===== config.mk =====
export PLATFORM = sky130hd
export DESIGN_NAME = apb_traffic_gen_flat
export DESIGN_NICKNAME = d
export VERILOG_FILES = /design/src/rtl/apb_traffic_gen_if.sv /design/src/rtl/apb_traffic_gen.sv /design/src/flat_wrapper.sv
export SDC_FILE = /design/constraint.sdc
export NUM_CORES = 1
export LEC_CHECK = 0
export BUFFER_PORTS_ARGS = -buffer_cell sky130_fd_sc_hd__buf_2
export CAP_MARGIN = 10
export CORE_MARGIN = 3
export CORE_UTILIZATION = 45
export DETAILED_ROUTE_END_ITERATION = 10
export MAX_ROUTING_LAYER = met4
export PLACE_DENSITY = 0.69
export SKIP_LAST_GASP = 1
export SYNTH_ARGS = -nofsm -noshare
export SYNTH_HDL_FRONTEND = slang
export SYNTH_SLANG_ARGS = --single-unit

===== constraint.sdc =====
create_clock -name pclk -period 6.6 [get_ports pclk]
set_clock_uncertainty 0.2 [all_clocks]
set_input_delay 0.33 -clock pclk [delete_from_list [all_inputs] [get_ports pclk]]
set_output_delay 0.33 -clock pclk [all_outputs]
set_load 0.01 [all_outputs]

===== src/rtl/apb_traffic_gen_if.sv =====
// APB bus between the traffic generator (master) and the device under exercise (slave).
//   master: drives psel/penable/pwrite/paddr/pwdata, receives prdata/pready/pslverr
//   slave : the reverse
interface apb_traffic_gen_if #(
    parameter int ADDR_W = 32,
    parameter int DATA_W = 32
);
    logic              psel;
    logic              penable;
    logic              pwrite;
    logic [ADDR_W-1:0] paddr;
    logic [DATA_W-1:0] pwdata;
    logic [DATA_W-1:0] prdata;
    logic              pready;
    logic              pslverr;

    modport master (
        output psel, penable, pwrite, paddr, pwdata,
        input  prdata, pready, pslverr
    );

    modport slave (
        input  psel, penable, pwrite, paddr, pwdata,
        output prdata, pready, pslverr
    );
endinterface


===== src/rtl/apb_traffic_gen.sv =====
// APB BIST master: writes NUM_TXN words of an incrementing pattern starting at BASE_ADDR,
// reads them back, compares, and reports pass/fail with a saturating error count.
// Ports:
//   pclk, preset       clock, synchronous active-high reset
//   start              one-cycle pulse, accepted only when not busy
//   busy/done/pass     run status; done and pass hold until the next accepted start
//   err_count          mismatches + pslverr responses (+ watchdog), saturating
//   first_err_addr     paddr of the first error of the run
//   timeout            run aborted by the ACCESS watchdog
//   apb                APB master side of apb_traffic_gen_if
// Optional feature: define APB_TGEN_TIMEOUT_EN to enable the ACCESS watchdog
// (TIMEOUT_CYC wait cycles -> one error, timeout=1, run ends). Without it ACCESS waits forever.
module apb_traffic_gen #(
    parameter int                ADDR_W      = 32,
    parameter int                DATA_W      = 32,
    parameter int                NUM_TXN     = 20,
    parameter logic [ADDR_W-1:0] BASE_ADDR   = '0,
    parameter int unsigned       ADDR_STRIDE = DATA_W / 8,
    parameter logic [31:0]       SEED        = 32'hA5A50000,
    parameter int unsigned       PATTERN_INC = 1,
    parameter int                ERR_W       = 16,
    parameter int                TIMEOUT_CYC = 256
) (
    input  logic              pclk,
    input  logic              preset,
    input  logic              start,
    output logic              busy,
    output logic              done,
    output logic              pass,
    output logic [ERR_W-1:0]  err_count,
    output logic [ADDR_W-1:0] first_err_addr,
    output logic              timeout,
    apb_traffic_gen_if.master apb
);
    localparam int                IDX_W    = (NUM_TXN > 1) ? $clog2(NUM_TXN) : 1;
    localparam logic [IDX_W-1:0]  LAST_IDX = IDX_W'(NUM_TXN - 1);
    localparam logic [ADDR_W-1:0] STRIDE_A = ADDR_W'(ADDR_STRIDE);
    localparam logic [DATA_W-1:0] SEED_D   = DATA_W'(SEED);
    localparam logic [DATA_W-1:0] INC_D    = DATA_W'(PATTERN_INC);

    typedef enum logic [1:0] {S_IDLE, S_SETUP, S_ACCESS, S_DONE} state_t;

    state_t            state_q, state_d;
    logic              rd_q, rd_d;           // 0 = write phase, 1 = read phase
    logic [IDX_W-1:0]  idx_q, idx_d;
    logic [ADDR_W-1:0] paddr_q, paddr_d;
    logic [DATA_W-1:0] pat_q, pat_d;         // pattern for the current index (write data / read expect)
    logic [DATA_W-1:0] pwdata_q, pwdata_d;
    logic              pwrite_q, pwrite_d;
    logic [ERR_W-1:0]  cnt_q, cnt_d;
    logic [ADDR_W-1:0] first_q, first_d;
    logic              done_q, done_d;
    logic              pass_q, pass_d;
    logic              tmo_q, tmo_d;
    logic              xfer_ok, err_hit, tmo_hit;

`ifdef APB_TGEN_TIMEOUT_EN
    localparam int               WD_W    = $clog2(TIMEOUT_CYC + 1);
    localparam logic [WD_W-1:0]  WD_LAST = WD_W'(TIMEOUT_CYC - 1);
    logic [WD_W-1:0] wd_q, wd_d;
`endif

    always_comb begin
        state_d  = state_q;
        rd_d     = rd_q;
        idx_d    = idx_q;
        paddr_d  = paddr_q;
        pat_d    = pat_q;
        pwdata_d = pwdata_q;
        pwrite_d = pwrite_q;
        cnt_d    = cnt_q;
        first_d  = first_q;
        done_d   = done_q;
        pass_d   = pass_q;
        tmo_d    = tmo_q;
`ifdef APB_TGEN_TIMEOUT_EN
        wd_d     = wd_q;
        tmo_hit  = (state_q == S_ACCESS) && !apb.pready && (wd_q == WD_LAST);
`else
        tmo_hit  = 1'b0;
`endif
        xfer_ok  = (state_q == S_ACCESS) && apb.pready;
        err_hit  = xfer_ok && (apb.pslverr || (!pwrite_q && (apb.prdata != pat_q)));

        // Error bookkeeping first so the DONE branch can evaluate pass on the updated count.
        if (err_hit || tmo_hit) begin
            if (cnt_q == '0)
                first_d = paddr_q;
            if (cnt_q != {ERR_W{1'b1}})
                cnt_d = cnt_q + 1'b1;
        end

        case (state_q)
            S_IDLE, S_DONE: begin
                if (start) begin
                    state_d  = S_SETUP;
                    rd_d     = 1'b0;
                    idx_d    = '0;
                    paddr_d  = BASE_ADDR;
                    pat_d    = SEED_D;
                    pwdata_d = SEED_D;
                    pwrite_d = 1'b1;
                    cnt_d    = '0;
                    first_d  = '0;
                    done_d   = 1'b0;
                    pass_d   = 1'b0;
                    tmo_d    = 1'b0;
`ifdef APB_TGEN_TIMEOUT_EN
                    wd_d     = '0;
`endif
                end
            end
            S_SETUP: state_d = S_ACCESS;
            S_ACCESS: begin
                if (xfer_ok) begin
`ifdef APB_TGEN_TIMEOUT_EN
                    wd_d = '0;
`endif
                    if (idx_q == LAST_IDX && rd_q) begin
                        state_d = S_DONE;
                        done_d  = 1'b1;
                        pass_d  = (cnt_d == '0);
                    end else if (idx_q == LAST_IDX) begin
                        // Write phase finished: restart the address/pattern sequence for reads.
                        state_d  = S_SETUP;
                        rd_d     = 1'b1;
                        idx_d    = '0;
                        paddr_d  = BASE_ADDR;
                        pat_d    = SEED_D;
                        pwdata_d = '0;
                        pwrite_d = 1'b0;
                    end else begin
                        state_d  = S_SETUP;
                        idx_d    = idx_q + 1'b1;
                        paddr_d  = paddr_q + STRIDE_A;
                        pat_d    = pat_q + INC_D;
                        pwdata_d = rd_q ? '0 : (pat_q + INC_D);
                    end
                end
`ifdef APB_TGEN_TIMEOUT_EN
                else if (tmo_hit) begin
                    state_d = S_DONE;
                    done_d  = 1'b1;
                    pass_d  = 1'b0;
                    tmo_d   = 1'b1;
                    wd_d    = '0;
                end else begin
                    wd_d = wd_q + 1'b1;
                end
`endif
            end
            default: state_d = S_IDLE;
        endcase
    end

    always_ff @(posedge pclk) begin
        if (preset) begin
            state_q  <= S_IDLE;
            rd_q     <= 1'b0;
            idx_q    <= '0;
            paddr_q  <= '0;
            pat_q    <= '0;
            pwdata_q <= '0;
            pwrite_q <= 1'b0;
            cnt_q    <= '0;
            first_q  <= '0;
            done_q   <= 1'b0;
            pass_q   <= 1'b0;
            tmo_q    <= 1'b0;
`ifdef APB_TGEN_TIMEOUT_EN
            wd_q     <= '0;
`endif
        end else begin
            state_q  <= state_d;
            rd_q     <= rd_d;
            idx_q    <= idx_d;
            paddr_q  <= paddr_d;
            pat_q    <= pat_d;
            pwdata_q <= pwdata_d;
            pwrite_q <= pwrite_d;
            cnt_q    <= cnt_d;
            first_q  <= first_d;
            done_q   <= done_d;
            pass_q   <= pass_d;
            tmo_q    <= tmo_d;
`ifdef APB_TGEN_TIMEOUT_EN
            wd_q     <= wd_d;
`endif
        end
    end

    assign busy           = (state_q == S_SETUP) || (state_q == S_ACCESS);
    assign done           = done_q;
    assign pass           = pass_q;
    assign err_count      = cnt_q;
    assign first_err_addr = first_q;
    assign timeout        = tmo_q;

    assign apb.psel    = busy;
    assign apb.penable = (state_q == S_ACCESS);
    assign apb.pwrite  = pwrite_q;
    assign apb.paddr   = paddr_q;
    assign apb.pwdata  = pwdata_q;
endmodule


===== src/flat_wrapper.sv =====
// flat-port wrapper written by rule: the top's interface ports become plain ports
module apb_traffic_gen_flat 
#(
    parameter int                ADDR_W      = 32,
    parameter int                DATA_W      = 32,
    parameter int                NUM_TXN     = 20,
    parameter logic [ADDR_W-1:0] BASE_ADDR   = '0,
    parameter int unsigned       ADDR_STRIDE = DATA_W / 8,
    parameter logic [31:0]       SEED        = 32'hA5A50000,
    parameter int unsigned       PATTERN_INC = 1,
    parameter int                ERR_W       = 16,
    parameter int                TIMEOUT_CYC = 256
)
  (pclk, preset, start, busy, done, pass, err_count, first_err_addr, timeout, apb_psel, apb_penable, apb_pwrite, apb_paddr, apb_pwdata, apb_prdata, apb_pready, apb_pslverr);
  apb_traffic_gen_if #(.ADDR_W(ADDR_W), .DATA_W(DATA_W)) apb_i ();
  input  logic pclk;
  input  logic preset;
  input  logic start;
  output logic busy;
  output logic done;
  output logic pass;
  output logic [ERR_W-1:0] err_count;
  output logic [ADDR_W-1:0] first_err_addr;
  output logic timeout;
  output wire logic [$bits(apb_i.psel)-1:0] apb_psel;
  output wire logic [$bits(apb_i.penable)-1:0] apb_penable;
  output wire logic [$bits(apb_i.pwrite)-1:0] apb_pwrite;
  output wire logic [$bits(apb_i.paddr)-1:0] apb_paddr;
  output wire logic [$bits(apb_i.pwdata)-1:0] apb_pwdata;
  input wire logic [$bits(apb_i.prdata)-1:0] apb_prdata;
  input wire logic [$bits(apb_i.pready)-1:0] apb_pready;
  input wire logic [$bits(apb_i.pslverr)-1:0] apb_pslverr;
  assign apb_psel = apb_i.psel;
  assign apb_penable = apb_i.penable;
  assign apb_pwrite = apb_i.pwrite;
  assign apb_paddr = apb_i.paddr;
  assign apb_pwdata = apb_i.pwdata;
  assign apb_i.prdata = apb_prdata;
  assign apb_i.pready = apb_pready;
  assign apb_i.pslverr = apb_pslverr;
  apb_traffic_gen #(.ADDR_W(ADDR_W), .DATA_W(DATA_W), .NUM_TXN(NUM_TXN), .BASE_ADDR(BASE_ADDR), .ADDR_STRIDE(ADDR_STRIDE), .SEED(SEED), .PATTERN_INC(PATTERN_INC), .ERR_W(ERR_W), .TIMEOUT_CYC(TIMEOUT_CYC)) u_core (.pclk(pclk), .preset(preset), .start(start), .busy(busy), .done(done), .pass(pass), .err_count(err_count), .first_err_addr(first_err_addr), .timeout(timeout), .apb(apb_i));
endmodule

### Word-level counts from Yosys, hierarchy flattened

Cells that the tools add are included.

* register bits after elaboration: 155
* word-level logic and storage cells: 90

* equality and inequality tests: 11
* add/subtract/negate cells: 4
* reduce and logical (&&, ||, !) cells: 16
* muxes and demuxes: 48

Operator list (number)
* two-way mux 32 bit: 16
* one-hot mux 32 bit (2 select lines): 3
* two-way mux 16 bit: 4
* adder 32 x 1 -> 32 bit, second input constant: 1
* adder 32 x 3 -> 32 bit, second input constant: 1
* zero test 16 bit: 2
* inequality test 32 bit: 1
* two-way mux 5 bit: 4
* adder 16 x 1 -> 16 bit, second input constant: 1
* inequality test 16 bit, second input constant: 1
* two-way mux 1 bit: 12
* one-hot mux 5 bit (2 select lines): 1
* one-hot mux 1 bit (2 select lines): 4
* AND reduction 4 bit: 2
* two-way mux 2 bit: 3
* inequality test 2 x 1 -> 1 bit, second input constant: 3
* one-hot mux 2 bit (3 select lines): 1
* adder 5 x 1 -> 5 bit, second input constant: 1
* == test 5 bit, second input constant: 1
* AND reduction 5 bit: 1
* == test 2 bit, second input constant: 2
* logical AND 1 bit: 4
* inequality test 2 bit, second input constant: 2
* == test 2 x 1 -> 1 bit, second input constant: 1
* other kinds (6): 7

### Logic depth before layout (Yosys ltp)

Gate-level depths: netlist (run 1).

* depth in word-level cells: 9
* depth in mapped cells: 11
* gate-level depth less buffers: 10

### Least setup slack after synthesis (run 1)

Ideal clock, no wire load.

* kind: reg2reg
* start: register u_core.state_q[0]
* end: register u_core.paddr_q[27], in the netlist u_core.apb.paddr[27]
* period minus slack after synthesis: 2.751 ns
* library setup time: 0.128 ns
* path slack: 3.849 ns
* arrival: 2.423 ns
* stages on the path, launching flop included: 11
* buffers on the path: 1
* data required time: 6.272 ns
* cells stage by stage: dfxtp_1 > inv_1 > ha_1 > clkbuf_1 > a21oi_2 > o211ai_2 > or4_1 > nor3_2 > nand3_1 > xor2_1 > nor2_1

* cells in the longest elaborated chain, start to end: 4
* elaborated cells between the ends (all ways): 11
* those cells by class: eq/ne: 5; mux: 1; reduce/logical: 5

Ends and longest elaborated chain
* start: declaration: line apb_traffic_gen.sv:43 `state_t state_q, state_d;`
* start signal: assignment: line apb_traffic_gen.sv:174 `state_q <= state_d;`
* == test 2 bit, or another cell as far along: line apb_traffic_gen.sv:93 `case (state_q)`
* OR reduction 2 bit / logical AND 1 bit (equally long branches): line apb_traffic_gen.sv:93, apb_traffic_gen.sv:82
* inequality test 2 bit (no source line), or another cell as far along
* AND reduction 4 bit (no source line)
* end signal: assignment: line apb_traffic_gen.sv:177 `paddr_q <= paddr_d;`
* end: declaration: line apb_traffic_gen.sv:46 `logic [ADDR_W-1:0] paddr_q, paddr_d;`

Parallel ways exist; a longest one is shown, timed or not.
A chain may end at the register's enable or synchronous reset.

### Worst setup path in the final report (run 1)

Ends and elaborated chain as after synthesis.

==> results of run 1 <==
==> tightest hold or removal path: cells and delay by family <==
family	cells	cell delay [ns]
compound gates	2	0.25
simple gates	1	0.04
buf+inv	1	0.12
==> state kept, by name (all words and copies together), names as in the netlist <==
name / flops
u_core.apb.pwdata: 32
u_core.first_err_addr: 32
u_core.pat_q: 32
u_core.apb.paddr: 30
u_core.err_count: 16
u_core.idx_q: 5
u_core.state_q: 2
u_core.apb.pwrite: 1
u_core.done: 1
u_core.pass: 1
u_core.rd_q: 1
==> power by group <==
group,total (mW),leakage [nW],switching (mW),internal [mW]
clock,0.917,0.256,0.418,0.500
combinational,0.272,2.20,0.188,0.0843
sequential,0.983,1.24,0.0324,0.950
==> area by class of cell <==
type                    instances  area, um2  area share [%]
multi-input cells             695       3980            45.6
flip-flops and latches        153       3060            35.1
repair buffers                160        821            9.40
clock buffers                  19        443            5.07
well taps                     216        270            3.10
clock inverters                13        110            1.26
inverters                      10       37.5           0.430
==> layer usage <==
layer	global-route usage, %	share of wire [%]	routed length (um)	vias to the layer above
li1	-	-	-	3364
met1	29.6	47	9090	3066
met2	32.8	45	8560	231
met3	4.28	6.2	1190	23
met4	7.31	1.6	312	0
met5	-	0	0	-
==> synthesized netlist by cell type, drive strengths merged, types with 3 or more instances <==
cell type and instances:
and2 7, nor2 146, a21oi 94, nand2 122, or4 3, or2 4, clkbuf 39, a211oi 5
a21o 5, inv 10, ha 8, a2bb2oi 3, buf 23, o21ai 11, nand3 35, nor3 37
a211o 3, and3 14, nor4 14, and4 9, a22oi 12, xor2 84, dfxtp 153, mux2i 4
nand4 20, xnor2 25
==> cells by family after synthesis <==
logic type / after synthesis / synth area share, %
buffers and inverters: 72 / 4.46
adders and majority gates: 8 / 1.36
and+or+nand+nor: 420 / 26.5
xor gates and xnor gates: 109 / 13.0
other: 1 / 0.0510
DFF: 153 / 41.7
muxes: 4 / 0.545
AOI/OAI and AO/OA: 151 / 12.4
==> through the flow <==
stage	worst slack, ns	area, um2
3_5_place_dp	3.23	8180
4_1_cts	3.22	8730
3_3_place_gp	3.31	8180
6_report	3.19	8730
2_1_floorplan	3.85	7360
5_1_grt	2.91	8730
==> path summary, 6_finish.rpt <==
path / startpoint / end / slack [ns] / cells past startpoint
setup / recovery: u_core.state_q[0] / u_core.apb.paddr[27] / 3.19 / 11
hold / removal: start / u_core.err_count[12] / 0.16 / 4
setup reg to reg: u_core.state_q[0] / u_core.apb.paddr[27] / 3.19 / 11
hold reg to reg: u_core.first_err_addr[19] / u_core.first_err_addr[19] / 0.25 / 2
==> metrics.yaml, run 1 <==
syn_area_um2: 7350
n_fill_cell: 1530
slew_violations: 0
slowest_stage: "or4_1"
post_cts_buffers: 0
grt_first_pass_wirelength_um: 30900
start_util_pct: 46.1
path_max_fanout: 64
cts.sinks: 153
die_w_um: 134
drc: 0
via_count: 6684
port_buffers: 152
synth_area_per_cell_um2: 8.01
fin_crit_sh_pct: 51.7
globalRouteTotalUtil_pct: 21.8
postCtsHoldBufs: 0
crit_family: "simple AND/OR/NAND/NOR gates"
stdcell_count: 1266
synth_cell_type_count: 61
synth-seq-cells: 153
clock.fmax_mhz: 293
relSlewSlack_pct: 23.2
clk_latency_ns: 0.43
start_kind: "register"
setup_tns_ns: 0
power.total_mw: 2.17
drive_gt1_share_pct: 19.7
final_nets: 1082
grt_max_degree: 80
critPathKind: "reg2reg"
worst_pin_slew_ns: 1.15
worst_path_largest_cell_delay_ns: 0.63
critPathBufInv: 2
root_buffer: "clkbuf_16"
wl_per_cell_um: 15.1
min_period_ns: 3.41
cts.clk_slew.worst_paths_ns: 0.06
htreeDepth: 4
die_h_um: 134
grt_pass1_vias: 6079
yosysTopAreaCell: "dfxtp_1"
finalSetupViolCount: 0
syn_to_final_growth_pct: 18.8
cp_cell_sequence: "inv_1 -> ha_1 -> nor2b_1 -> a21oi_2 -> o211ai_4 -> buf_4 -> or4_1 -> nor3_2 -> nand3_1 -> xor2_1 -> nor2_1"
p_leak_nw: 3.69
grt-ovfl-total: 0
fp-row-count: 46
rsz0062_at_grt: "no"
n_antenna_cell: 0
syn_inst: 918
synth_edf_count: 0
antenna_found_initial: 0
core_area_um2: 15900
drt-total-wl_um: 19200
hold_class: "in2reg"
clk_path_buf_depth: 2
via_per_inst: 5.28
ant_nets: 0
drt_iter0_drc: 489
vdd_drop_max_mv: 0.181
crit_arrival_ns: 3.49
ys_warn_count: 0
status: "finished, final reports clean"
cts_resized: 0
post-place-cells: 1234
die-area_um2: 17900
synth.area.top_cells: "dfxtp_1 42%, xor2_1 10%, nor2_1 7.5%, a21oi_1 6.3%, nand2_1 6.2%"
final_cell_mix: "153 x dfxtp_1, 152 x buf_2, 146 x nor2_1, 122 x nand2_1, 91 x a21oi_1"
hold-worst-slack_ns: 0.157
hold_violations: 0
cts_tree: "yes"
cts_made_buffers: 17
synthArstFlopShare_pct: 0
firstDrtPassIters: 5
final_util_pct: 54.7
required_ns: 6.68
finalWeightedCongestion: 0.872
layout_commonest_cell: "dfxtp_1"
synth_top_area_share_pct: 41.7
ys_seq_area_share_pct: 41.7
boundaryPins: 156
power.density_nw_per_um2: 249
end_kind: "register"
hpwl_um: 13300
maxCapViolCount: 0
ys.flop_type: "dfxtp_1"
No activity file was read; power rests on OpenSTA's default activity.
==> inputs of run 2 (changes only) <==
--- a/config.mk
+++ b/config.mk
@@ -5,13 +5,14 @@
 export SDC_FILE = /design/constraint.sdc
 export NUM_CORES = 1
 export LEC_CHECK = 0
+export ABC_AREA = 1
 export BUFFER_PORTS_ARGS = -buffer_cell sky130_fd_sc_hd__buf_2
 export CAP_MARGIN = 10
 export CORE_MARGIN = 3
 export CORE_UTILIZATION = 45
 export DETAILED_ROUTE_END_ITERATION = 10
 export MAX_ROUTING_LAYER = met4
-export PLACE_DENSITY = 0.69
+export PLACE_DENSITY = 0.71
 export SKIP_LAST_GASP = 1
 export SYNTH_ARGS = -nofsm -noshare
 export SYNTH_HDL_FRONTEND = slang
==> constraint.sdc (replaced) <==
create_clock -name pclk -period 3.02 [get_ports pclk]
set_clock_uncertainty 0.2 [all_clocks]
set_input_delay 0.151 -clock pclk [delete_from_list [all_inputs] [get_ports pclk]]
set_output_delay 0.151 -clock pclk [all_outputs]
set_load 0.01 [all_outputs]
==> run 2 against run 1 <==
Effect of this change:
- wire length rose by 16%
- global-route usage grew 1.4 points
- cell count is 23% higher
- non-clock buffer count rose by 14
- design area is 11% higher
- largest power group is now clock
- core utilization up 0.91 points
- register-to-register slack worse by 2.9 ns
- highest routed layer unchanged
- largest cell class unchanged
- die area is 9.0% higher
- critical path depth is 3 higher
- flip-flop and latch count unchanged
- sequential share of layout area fell by 3.5 points
- worst setup slack worse by 2.9 ns
==> metrics.yaml, run 2 <==
fin_crit_sh_pct: 89.4  # +38 points
regArea_um2: 3060  # unchanged
rsz0062_at_grt: "no"
finalWeightedCongestion: 0.926  # +6.1%
yosysMostFrequentCell: "nand2_1"
via_per_inst: 5.18  # -2.0%
synth-xor-area-share_pct: 4.79  # -8.2 points
cts_made_buffers: 17  # unchanged
r2r_slack_ns: 0.32  # -2.87 ns
drc: 0  # unchanged
hold_class: "in2reg"
setup_tns_ns: 0  # unchanged
hpwl_um: 16200  # +22%
boundaryPins: 156  # unchanged
r2r_start: "u_core.state_q[0]"
synth_edf_count: 0  # unchanged
grtUsageMet2_pct: 36.9  # +4.1 points
cts_tree: "yes"
synth-seq-cells: 153  # unchanged
yosysTopAreaCell: "dfxtp_1"
start_util_pct: 46.2  # +0.071 points
busiest_layer: "met2"
dp_slack_ns: 0.278  # -2.95 ns
synth.area.top_cells: "dfxtp_1 38%, nand2_1 13%, a21oi_1 8.3%, inv_1 5.8%, nand3_1 4.1%"
synthMuxAreaShare_pct: 0  # -0.54 points
worst_pin_slew_ns: 0.688  # -0.465 ns
grt_pass1_vias: 7284  # +20%
cts.clk_slew.worst_paths_ns: 0.06  # about the same
synthArstFlopShare_pct: 0  # unchanged
final_cell_mix: "271 x nand2_1, 153 x dfxtp_1, 152 x buf_2, 133 x a21oi_1, 125 x inv_1"
syn_to_final_growth_pct: 20.6
fp-row-count: 48  # +4.3%
status: "finished, final reports clean"
r2r_cells: 14  # +3
globalRouteTotalUtil_pct: 23.2  # +1.4 points
grt-ovfl-total: 0  # unchanged
n_antenna_cell: 0  # unchanged
root_buffer: "clkbuf_16"
via_count: 8091  # +21%
clk_path_buf_depth: 2  # unchanged
grt_first_pass_wirelength_um: 36500  # +18%
whs_path_depth: 4  # unchanged
setup_ws_ns: 0.320  # -2.87 ns
grt_max_degree: 63  # -21%
synth_top_cells_by_count: "272 x nand2_1, 153 x dfxtp_1, 134 x a21oi_1, 125 x inv_1, 88 x nor2_1"
reg2reg_to: "u_core.apb.paddr[26]"
slew_violations: 0  # unchanged
maxCapViolCount: 0  # unchanged
core_area_um2: 17400  # +9.2%
required_ns: 3.13  # -3.55 ns
syn_inst: 1178  # +28%
end_kind: "register"
clk_latency_ns: 0.43  # about the same
clock.fmax_mhz: 370  # +26%
ys_seq_area_share_pct: 38.1  # -3.6 points
critPathKind: "reg2reg"
min-delay-start: "apb_pready"
min_period_ns: 2.70  # -0.711 ns
synth_top_family_by_area: "simple AND/OR/NAND/NOR gates"
ys_warn_count: 0  # unchanged
drt-total-wl_um: 22300  # +16%
htreeDepth: 4  # unchanged
die_h_um: 140  # +4.4%
hold_violations: 0  # unchanged
ant_nets: 0  # unchanged
hold_end: "u_core.state_q[1]"
syn_area_um2: 8040  # +9.4%
firstDrtPassIters: 5  # unchanged
synth_area_per_cell_um2: 6.83  # -15%
layout_commonest_cell: "nand2_1"
synth_cell_type_count: 44  # -28%
cts.sinks: 153  # unchanged
cts_resized: 0  # unchanged
multi_input_area_um2: 4210  # +5.8%
port_buffers: 152  # unchanged
met1_usage_pct: 30.4  # +0.85 points
n_fill_cell: 1725  # +13%
antenna_found_initial: 0  # unchanged
synth_simple_gate_area_share_pct: 31.0  # +4.6 points
ys.flop_type: "dfxtp_1"
die-area_um2: 19500  # +9.0%
p_leak_nw: 3.91  # +5.8%
drive_gt1_share_pct: 20.1  # +0.39 points
relSlewSlack_pct: 54.1  # +31 points
wl_per_cell_um: 14.2  # -5.8%
synthAdderAreaFrac_pct: 1.24  # -0.12 points
final_nets: 1371  # +27%
die_w_um: 140  # +4.4%
vdd_drop_max_mv: 0.448  # +150%
drt_iter0_drc: 496  # +1.4%
synth_top_area_share_pct: 38.1  # -3.6 points
start_kind: "register"
power.density_nw_per_um2: 529  # +110%
synth_compound_area_share_pct: 15.1  # +2.6 points
crit_arrival_ns: 2.81  # -0.68 ns
grtUsageMet3_pct: 4.16  # -0.12 points
path_max_fanout: 5  # -92%
finalSetupViolCount: 0  # unchanged
## run 2: cell types whose count changed after synthesis, sizes merged, moves of 9 or more
cell,delta
nand2,+157
inv,+138
xor2,-65
o21ai,+62
nor2,-50
a21oi,+41
nand3,+31
nand4,+15
and3,-13
clkbuf,-12
a22oi,-11
or2,+10
and4,-9
## run 2: power by group
group / switching, mW / internal [mW] / total, mW
logic: 0.490 / 0.240 / 0.730
clock network: 0.857 / 1.38 / 2.23
registers: 0.0733 / 2.09 / 2.16
total: 1.42 / 3.71 / 5.13
## run 2: final cells by class
class                   instances  area share (%)
clock buffers                  19            4.47
clock inverters                12            1.82
inverters                     152            5.89
multi-input cells             828            43.5
flip-flops and latches        153            31.6
well taps                     225            2.90
repair buffers                174            9.86
## run 2: through the flow
stage	std cells	power [mW]	utilization [%]	hold WS (ns)	cell area, um2
2_1_floorplan	1180	2.68	-	0.154	8050
3_3_place_gp	1529	2.92	52.0	0.227	9060
3_5_place_dp	1529	2.93	52.0	0.231	9060
4_1_cts	1562	5.16	55.6	0.0182	9690
5_1_grt	1563	5.35	55.7	0.0848	9690
6_report	1563	5.13	55.7	0.0412	9690
## run 2: how the worst max path moves through the flow
stage,from,to,cells past startpoint,slack [ns]
6_report,u_core.state_q[0],u_core.apb.paddr[26],14,0.32
5_1_grt,u_core.state_q[0],u_core.apb.paddr[23],15,0.04
4_1_cts,u_core.state_q[0],u_core.apb.paddr[26],14,0.22
3_5_place_dp,u_core.state_q[0],u_core.apb.paddr[26],14,0.28
3_3_place_gp,u_core.state_q[0],u_core.apb.paddr[26],14,0.39
2_1_floorplan,u_core.state_q[0],u_core.apb.paddr[26],14,0.57
## run 2: critical path, stage by stage (launching register included)
cell	delay, ns
dfxtp_1	0.36
inv_1	0.08
ha_1	0.33
inv_1	0.14
o21ai_2	0.09
nor3_4	0.25
inv_2	0.11
nor2_2	0.15
nand2_1	0.10
nor2_1	0.18
inv_2	0.07
nor2_1	0.15
nand2_1	0.12
nor3_1	0.19
nor3b_2	0.07
## run 2: repair_timing
| item | in CTS | in global routing |
|---|---|---|
| buffers inserted | 0 | 1 |
| endpoints found under the hold margin | 12 | 0 |
| setup endpoints to repair | 0 | 3 |
| hold buffers | 2 | 0 |
## run 2: layer usage
metal	part of all wire (%)	wire length, um
met1	46	10100
met2	46	10300
met3	6.3	1390
met4	1.8	408
met5	0	0
## run 2: logic make-up (layout without fill, tap and decap cells)
| family | count (synthesis) | after routing |
|---|---|---|
| simple gates | 545 | 545 |
| buf+inv | 199 | 357 |
| fa+ha+maj | 8 | 8 |
| flops | 153 | 153 |
| other cells | 1 | 3 |
| compound gates | 228 | 228 |
| xor+xnor | 44 | 44 |
